[config.mk]
export PLATFORM = sky130hd
export DESIGN_NAME = fifo_underrun_mon
export DESIGN_NICKNAME = d
export VERILOG_FILES = /design/src/rtl/fifo_mon_pkg.sv /design/src/rtl/sat_counter.sv /design/src/rtl/fifo_underrun_mon.sv
export SDC_FILE = /design/constraint.sdc
export NUM_CORES = 1
export LEC_CHECK = 0
export BUFFER_PORTS_ARGS = -buffer_cell sky130_fd_sc_hd__buf_2
export CAP_MARGIN = 25
export CORE_AREA = 2 2 238 240
export DETAILED_ROUTE_END_ITERATION = 16
export DIE_AREA = 0 0 240 242
export GPL_TIMING_DRIVEN = 0
export SETUP_SLACK_MARGIN = 0.4
export SLEW_MARGIN = 20
export SYNTH_ARGS = -nofsm -noshare
export SYNTH_HDL_FRONTEND = slang
export SYNTH_SLANG_ARGS = --single-unit
[constraint.sdc]
create_clock -name clk -period 5.2 [get_ports clk]
set_clock_uncertainty 0.2 [all_clocks]
set_input_delay 0.26 -clock clk [delete_from_list [all_inputs] [get_ports clk]]
set_output_delay 0.26 -clock clk [all_outputs]
set_load 0.01 [all_outputs]
[src/rtl/fifo_mon_pkg.sv]
// Shared types and defaults for the FIFO underrun monitor.
package fifo_mon_pkg;

   localparam int DEFAULT_CW = 32;

   typedef enum logic {
      IDLE   = 1'b0,
      IN_PKT = 1'b1
   } state_t;

endpackage

[src/rtl/sat_counter.sv]
// Saturating up-counter with synchronous clear; clear has priority over increment.
module sat_counter
   import fifo_mon_pkg::*;
#(
   parameter int CW = DEFAULT_CW
) (
   input  logic          clk,
   input  logic          reset,
   input  logic          inc,
   input  logic          clr,
   output logic [CW-1:0] count
);

   logic [CW-1:0] count_next;

   // NOTE: always_comb assigns a default first so no path leaves count_next unassigned (no latch).
   always_comb begin
      count_next = count;
      if (clr)
         count_next = '0;
      else if (inc && (count != '1))
         count_next = count + CW'(1);
   end

   // NOTE: sequential state uses non-blocking assignments only.
   always_ff @(posedge clk or posedge reset) begin
      if (reset)
         count <= '0;
      else
         count <= count_next;
   end

endmodule

[src/rtl/fifo_underrun_mon.sv]
// Passive monitor for FIFO read-side starvation inside packets.
// Define FIFO_UNDERRUN_MON_GAP_STATS_EN to build in longest-gap (max_gap) tracking.
module fifo_underrun_mon
   import fifo_mon_pkg::*;
#(
   parameter int DW = 512,
   parameter int CW = DEFAULT_CW
) (
   input  logic          clk,
   input  logic          reset,
   input  logic          stream_tvalid,
   input  logic          stream_tready,
   input  logic [DW-1:0] stream_tdata,
   input  logic          stream_tlast,
   input  logic          clear,
   output logic          in_packet,
   output logic          underrun,
   output logic [CW-1:0] underrun_count,
   output logic [CW-1:0] beat_count,
   output logic [CW-1:0] max_gap
);

   state_t state;
   logic   beat;
   logic   starved;
   logic   prev_starved;

   // Data is observed only for interface completeness; it never influences the statistics.
   logic tdata_unused;
   assign tdata_unused = ^stream_tdata;

   assign beat    = stream_tvalid & stream_tready;
   assign starved = (state == IN_PKT) & stream_tready & ~stream_tvalid;

   // prev_starved tracks the stream itself, so clear does not split an ongoing gap into two.
   always_ff @(posedge clk or posedge reset) begin
      if (reset) begin
         state        <= IDLE;
         in_packet    <= 1'b0;
         underrun     <= 1'b0;
         prev_starved <= 1'b0;
      end else begin
         if (beat) begin
            state     <= stream_tlast ? IDLE : IN_PKT;
            in_packet <= ~stream_tlast;
         end
         underrun     <= clear ? 1'b0 : (underrun | starved);
         prev_starved <= starved;
      end
   end

   sat_counter #(.CW(CW)) u_underrun_cnt (
      .clk   (clk),
      .reset (reset),
      .inc   (starved & ~prev_starved),
      .clr   (clear),
      .count (underrun_count)
   );

   sat_counter #(.CW(CW)) u_beat_cnt (
      .clk   (clk),
      .reset (reset),
      .inc   (beat),
      .clr   (clear),
      .count (beat_count)
   );

`ifdef FIFO_UNDERRUN_MON_GAP_STATS_EN
   logic [CW-1:0] gap_count;
   logic [CW-1:0] gap_next;
   logic [CW-1:0] max_q;

   sat_counter #(.CW(CW)) u_gap_cnt (
      .clk   (clk),
      .reset (reset),
      .inc   (starved),
      .clr   (clear | ~starved),
      .count (gap_count)
   );

   // Post-increment gap value, matching what the gap counter will hold next cycle.
   assign gap_next = !starved ? '0 : ((gap_count == '1) ? gap_count : gap_count + CW'(1));

   always_ff @(posedge clk or posedge reset) begin
      if (reset)
         max_q <= '0;
      else if (clear)
         max_q <= '0;
      else if (gap_next > max_q)
         max_q <= gap_next;
   end

   assign max_gap = max_q;
`else
   assign max_gap = '0;
`endif

endmodule

After elaboration in Yosys (flattened, before gate mapping):

Cells that the tools add are included.

* bits in registers: 68
* bits of input ports: 518
* output and inout bits: 98
* word-level logic and storage cells: 28

* add/sub/neg operators: 2
* equal/unequal tests: 2
* muxes and demuxes: 6
* bitwise operators: 8
* reduce and logical (&&, ||, !) cells: 4

Operator list (count)
* 2-to-1 mux 32 bit: 4
* adder 32 x 1 -> 32 bit (second input constant): 2
* != test 32 bit (second input constant): 2
* AND 1 bit: 4
* nonzero test 2 bit: 2
* NOT 1 bit: 3
* logical AND 1 bit: 2
* 2-to-1 mux 1 bit: 2
* OR 1 bit: 1

Logic depth before layout (Yosys ltp):

Gate-level depths: netlist of the first run.

* depth after elaboration: 6
* depth in mapped cells: 8
* depth with buffers taken out: 6

Cells and area by module:

Synthesis of the first run repeated with hierarchy kept, for this count alone.

* cells, all modules: 426
* area, all modules: 3952.5 um^2

By module, submodules not included
* sat_counter (u_beat_cnt): instances 1, cells each 195, area an instance 1826.8 um^2, seq. area each 800.8 um^2
* sat_counter (u_underrun_cnt): instances 1, cells each 186, area an instance 1740.4 um^2, seq. area each 800.8 um^2
* fifo_underrun_mon: instances 1, cells each 45, area an instance 385.4 um^2, seq. area each 75.1 um^2

Least setup slack after synthesis of the first run:

No wires, ideal clock.

* kind: register to register
* from: register u_underrun_cnt.count[0]
* to: register u_underrun_cnt.count[28]
* setup time: 125 ps
* data arrival time: 2056 ps
* setup slack: 2819 ps
* cell stages (with the launch flop): 8
* period minus slack after synthesis: 2381 ps
* cell sequence: dfrtp_1 > ha_1 > and3_1 > nand3_2 > or3_1 > buf_4 > nor4_1 > mux2_2

* longest elaborated chain between the ends: 3
* elaborated cells between the ends (all ways): 6
* classes of those cells: add/sub (1); eq/ne (1); mux (2); reduce/logical (2)

RTL lines
* start: declaration: RTL line sat_counter.sv:11 `output logic [CW-1:0] count`
* start signal: assignment: RTL line sat_counter.sv:30 `count <= count_next;`
* adder 32 x 1 -> 32 bit / != test 32 bit (equally long branches): RTL line sat_counter.sv:22, sat_counter.sv:21
* 2-to-1 mux 32 bit / logical AND 1 bit (equally long branches): RTL line sat_counter.sv:21 `else if (inc && (count != '1))`
* 2-to-1 mux 32 bit / nonzero test 2 bit (equally long branches)

Several ways; a longest one is shown, not always the timed one. The select of a mux whose other input is x is not followed.
A chain may end at the register's enable or synchronous reset.

Worst setup path after layout of the first run:

* from: input port stream_tvalid
* to: register u_underrun_cnt.count[28]

* longest elaborated chain between the ends: 5

RTL lines
* start: declaration: RTL line fifo_underrun_mon.sv:11 `input logic stream_tvalid,`
* NOT 1 bit: RTL line fifo_underrun_mon.sv:33 `assign starved = (state == IN_PKT) & stream_tready & ~stream_tvalid;`
* AND 1 bit: RTL line fifo_underrun_mon.sv:33
* AND 1 bit: RTL line fifo_underrun_mon.sv:55 `.inc (starved & ~prev_starved),`
* logical AND 1 bit: RTL line sat_counter.sv:21
* nonzero test 2 bit (no line)

No other way between the ends.

==> impl_metrics.ini, run 1 <==
[floorplan]
core_mm2 = 0.0557
ios = 616
start_util = 0.0718
die_w_um = 240
die_y_um = 242
rows = 87
die_area_mm2 = 0.0581

[placement]
place_congestion = 0.813
dpl.hpwl_mm = 11.3
portBuffers = 71
placed_cell_area_mm2 = 0.00545

[routing]
initialDrtViolationCount = 335
vias_per_cell = 3.01
wire_per_inst_um = 10.9
vias = 3999
firstDrtPassIters = 6
wirelength_mm = 14.5
drtAntennaViolNets = 0
drc = 0

[logic_synthesis]
yosysMostFrequentCell = dfrtp_1
yosysSeqAreaShare = 0.419
synthTopCellsByArea = dfrtp_1, buf_4, a21oi_1, or3_1, nor2_1
synthCells = 449
dominantRegCellSynth = dfrtp_1
synth_top_area_frac = 0.419
synth-edff-count = 0
synth_top_area_cell = dfrtp_1
ys_ff_latch = 67
synth_cell_types = 50
yosys-top-cells-count = dfrtp_1, a21oi_1, nor2_1, buf_4, nand2_1
yosysWarningCount = 0
syn_avg_cell_area_um2 = 8.91
syn-cell-area_mm2 = 0.00400
async_flop_share = 1.00

[layout]
area_growth_syn_to_layout_pct = 45.3
finish.instance_area_mm2 = 0.00581
fin_nets = 1087
final_util = 0.104
diodes = 0
drive_above_1_share = 0.252

[critical_path]
critPathArrivalTime_ns = 2.92
required_ns = 5.22
worstPathMaxFanout = 9
end_kind = flip-flop
r2r_cells = 7
worst_setup_path_start_kind = primary input
critPathKind = primary input to flip-flop

[timing]
grt_setup_unrepaired = no
hold_viol_final = 0
slew_headroom = 0.394
period_minus_slack_ns = 2.90
setup_violations = 0
period_share = 0.558
fmax_mhz = 345
whs_ns = 0.107
tightest_slew_ns = 0.902
report.final.slew_viol_count = 0
setup_tns_ns = 0

[global_routing]
grt_pass1_wl_mm = 21.7
grt_max_degree = 48
first_global_vias = 3516
grt_usage = 0.0492
grt_remaining_overflow = 0
grt_antenna_before_repair = 0

[flow_run]
maxCapViolations = 0

[power]
powerDensity_mw_per_mm2 = 224
p_switching_uw = 321
p_int_uw = 979
vdd_drop_max_uv = 114
p_leak_nw = 2.26
combinationalPowerShare = 0.063
power_frac_seq = 0.406
p_clk_frac = 0.531
sw_frac_of_total = 0.247
p_total_mw = 1.30

[clock_tree]
postCtsResizedCells = 0
clock_path_buffers = 2
clock-sinks = 67
clock_latency_ns = 0.34
cts_tree = done
clkTransAtPathRegs_ns = 0.06
root_buffer = clkbuf_16
cts-buffers-inserted = 9
ctsHtreeMaxLevel = 3

[status]
status = finished clean

[worst_hold_path]
whs_path_depth = 5
hold_path.class = primary input to flip-flop
==> routing by layer <==
layer  wire length (µm)  track usage  vias up
met5                  0            0        -
met4                303       0.0139        0
met3               1120       0.0141       18
met2               7080       0.0808      183
met1               5990       0.0623     1954
li1                   -            -     1844
==> logic make-up after synthesis <==
family	share of synthesized area
fa+ha+maj	0.00625
compound gates	0.136
xor+xnor	0.0285
simple gates	0.293
buf+inv	0.0879
mux	0.0278
other cells	0.000937
flops	0.419
==> area by class of cell <==
class                      instances  area, µm²
clock inverter                     7        100
sequential                        67       1680
timing repair buffer              76        423
multi-input combinational        354       2090
fill                            6543      49900
clock buffer                       9        225
tap                              756        946
buffer                            51        322
inverter                           8       32.5
==> worst paths after layout <==
path,start,endpoint,slack [ns]
worst min register to register,underrun$_DFF_PP0_,underrun$_DFF_PP0_,0.32
worst max-delay path,stream_tvalid,u_underrun_cnt.count[28]$_DFFE_PP0P_,2.30
min in group asynchronous,reset,u_beat_cnt.count[7]$_DFFE_PP0P_,0.23
worst max register to register,u_beat_cnt.count[4]$_DFFE_PP0P_,u_beat_cnt.count[5]$_DFFE_PP0P_,2.44
worst min-delay path,stream_tready,underrun$_DFF_PP0_,0.11
max in group asynchronous,reset,u_underrun_cnt.count[26]$_DFFE_PP0P_,4.00
==> repair_timing <==
| item | in CTS | in global routing |
|---|---|---|
| endpoints found under the hold margin | 22 | 0 |
| hold buffers | 4 | 0 |
| setup buffers | 0 | 0 |
==> sequential cells by signal (all words and copies together), names as in the netlist <==
name,count
in_packet,1
u_beat_cnt.count,32
underrun,1
u_underrun_cnt.count,32
prev_starved,1
==> critical path, cell delays in order <==
cell	delay [ns]
dlygate4sd3_1	0.53
buf_2	0.14
and4bb_1	0.37
buf_2	0.24
nand3_2	0.21
or3_1	0.40
buf_4	0.17
nor4_1	0.23
mux2_2	0.37
==> metrics by stage <==
step                      cells  setup WS, ns
after floorplan             480          2.82
after global placement     1307          2.00
after detailed placement   1308          2.48
after CTS                  1328          2.29
after global routing       1328          2.19
final                      1328          2.30
==> cells in the final DEF (no fill, tap or decap), drive strengths merged, types with 2 or more instances in the layout <==
cell	Yosys	final
clkbuf	11	20
xnor2	8	8
dlygate4sd3	0	4
nand3	23	23
or3	24	24
mux2	9	9
nand2b	3	3
nand2	29	29
conb	1	32
nand4	20	20
nor3	11	11
o31ai	17	17
clkinv	0	3
bufinv	0	2
nor4	12	12
nor2b	12	12
a211oi	2	2
dfrtp	67	67
nor3b	2	2
and3	7	7
and4	5	5
xor2	5	5
a2111oi	2	2
inv	8	10
a21oi	38	38
and2	4	4
or4	16	16
nor2	34	34
buf	40	112
o21ai	22	22
ha	2	2
==> power by group through the flow <==
stage / logic (mW) / registers, mW / clock network [mW]
final: 0.0821 / 0.527 / 0.690
after global routing: 0.0914 / 0.528 / 0.731
after CTS: 0.0838 / 0.527 / 0.713
after detailed placement: 0.0816 / 0.537 / 0
after global placement: 0.0774 / 0.537 / 0
after floorplan: 0.0530 / 0.538 / 0
Note: power is estimated with default switching activity, not from simulation.
==> run 2: changes to the inputs <==
Settings changed: CORE_AREA 2 2 238 240 to 2 2 237 239, DIE_AREA 0 0 240 242 to 0 0 239 241.
Clock period 5.2 ns to 2.6 ns, I/O delays scaled along.
==> run 2 against run 1 <==
Compared with the run above: register-to-register slack got worse by 2.1 ns; combinational power increased by 130%; non-clock buffer count increased by 63; hold slack got worse by 0.085 ns; setup slack got worse by 1.9 ns; sequential share of layout area decreased by 2.9 points.
==> impl_metrics.ini, run 2 (same netlist as run 1, synthesis figures left out) <==
[clock_tree]
clock_path_buffers = 2
cts_tree = done
clock_latency_ns = 0.34
cts-buffers-inserted = 9
clock-sinks = 67
ctsHtreeMaxLevel = 3
root_buffer = clkbuf_16
clkTransAtPathRegs_ns = 0.07

[critical_path]
r2r_setup_slack_ns = 0.37
worstPathMaxFanout = 8
r2r_cells = 7
timing.rr.start = u_underrun_cnt.count[27]$_DFFE_PP0P_
end_kind = flip-flop
critPathArrivalTime_ns = 2.24
worst_setup_path_start_kind = flip-flop
critPathKind = flip-flop to flip-flop
required_ns = 2.62
rr_endpoint = u_underrun_cnt.count[28]$_DFFE_PP0P_

[routing]
vias_per_cell = 3.23
drc = 0
wirelength_mm = 16.3
initialDrtViolationCount = 323
drtAntennaViolNets = 0
wl_met1_mm = 6.94
wl_met2_mm = 8.06
vias = 4323
wire_per_inst_um = 12.2
met3WireLength_mm = 1.02
firstDrtPassIters = 5
highest_layer = met4

[worst_hold_path]
hp-start = stream_tready
min_to = underrun$_DFF_PP0_
whs_path_depth = 5
hold_path.class = primary input to flip-flop

[timing]
setup_ws_ns = 0.372
slew_headroom = 0.477
report.final.slew_viol_count = 0
grt_setup_unrepaired = yes
period_minus_slack_ns = 2.23
tightest_slew_ns = 0.785
fmax_mhz = 449
setup_violations = 0
hold_viol_final = 0
period_share = 0.857

[status]
status = finished clean

[placement]
dpl.hpwl_mm = 11.6
portBuffers = 71
place_ws_ns = 0.0440
place_congestion = 0.792

[floorplan]
die_w_um = 239
die_area_mm2 = 0.0576
ios = 616
start_util = 0.0729
die_y_um = 241
core_mm2 = 0.0549
rows = 86

[global_routing]
grt_remaining_overflow = 0
grt_antenna_before_repair = 0
grt_pass1_wl_mm = 23.4
grt_max_degree = 52
grt_usage = 0.0537
first_global_vias = 3839

[layout]
final_common_cell = buf_4
fin_nets = 1150
area_growth_syn_to_layout_pct = 63.7
diodes = 0
mostFrequentLayoutCells = buf_4, buf_2, dfrtp_1
top_regs = u_beat_cnt.count x32, u_underrun_cnt.count x32
drive_above_1_share = 0.406

[power]
powerDensity_mw_per_mm2 = 397
p_leak_nw = 2.68
vdd_drop_max_uv = 263
p_total_mw = 2.60

[flow_run]
maxCapViolations = 0
## run 2: cell count changes in the layout (fill, tap and decap cells not counted), moves of 4 or more
| cell | previous run | this run |
|---|---|---|
| buf_6 | 0 | 7 |
| nor4_1 | 11 | 6 |
| nor3_2 | 1 | 5 |
| nor3_1 | 10 | 5 |
| buf_4 | 33 | 92 |
| nor4_4 | 0 | 6 |
| dfrtp_1 | 67 | 50 |
| nand3_1 | 22 | 17 |
| dfrtp_2 | 0 | 17 |
| buf_2 | 76 | 72 |
## run 2: routing by layer
metal / GRT usage / vias up
met4: 0.0189 / 0
met2: 0.0872 / 187
met5: 0 / -
met1: 0.0693 / 2132
li1: - / 1973
met3: 0.0129 / 31
## run 2: worst max-delay path by stage
stage / from / end / depth (start not counted)
2_1_floorplan: u_underrun_cnt.count[0]$_DFFE_PP0P_ / u_underrun_cnt.count[28]$_DFFE_PP0P_ / 7
3_3_place_gp: reset / u_underrun_cnt.count[11]$_DFFE_PP0P_ / 2
3_5_place_dp: u_beat_cnt.count[16]$_DFFE_PP0P_ / u_beat_cnt.count[10]$_DFFE_PP0P_ / 6
4_1_cts: u_underrun_cnt.count[0]$_DFFE_PP0P_ / u_underrun_cnt.count[28]$_DFFE_PP0P_ / 7
5_1_grt: u_underrun_cnt.count[28]$_DFFE_PP0P_ / u_underrun_cnt.count[28]$_DFFE_PP0P_ / 7
6_report: u_underrun_cnt.count[27]$_DFFE_PP0P_ / u_underrun_cnt.count[28]$_DFFE_PP0P_ / 7
## run 2: critical path: stages, from the launching register on
cell	delay (ns)
dfrtp_1	0.43
nand4_1	0.23
buf_4	0.17
nor4_4	0.05
or3_1	0.38
buf_6	0.15
nor4_4	0.16
mux2_4	0.33
## run 2: layout make-up
type | instances | area, µm²
Fill cell | 6299 | 48300
Multi-Input combinational cell | 354 | 2350
Sequential cell | 67 | 1700
Timing Repair Buffer | 139 | 900
Tap cell | 704 | 881
Buffer | 51 | 365
Clock buffer | 10 | 229
Clock inverter | 6 | 90.1
Inverter | 8 | 32.5
## run 2: power breakdown
part	internal [mW]	total [mW]	leakage (nW)	switching [mW]
Combinational	0.0705	0.185	1.62	0.114
Clock	0.843	1.36	0.153	0.519
Sequential	1.05	1.05	0.905	0.00541
## run 2: timing repair
| item | CTS | global route |
|---|---|---|
| resized for setup | 39 | 38 |
| hold endpoints to repair | 71 | 0 |
| setup endpoints to repair | 58 | 47 |
| setup buffers | 37 | 24 |
| gates cloned | 0 | 1 |
| pin swaps | 8 | 18 |
| hold buffers | 5 | 0 |
## run 2: stage by stage
stage	cells	TNS, ns	util	hold slack [ns]	cell area [µm²]
final	1339	0	0.119	0.0222	6550
after global routing	1339	0	0.119	0.0621	6550
after CTS	1314	0	0.113	0.00848	6230
after detailed placement	1256	0	0.0987	-0.112	5420
after global placement	1255	-31.99	0.0981	0.133	5390
after floorplan	480	0	-	0.00646	4150
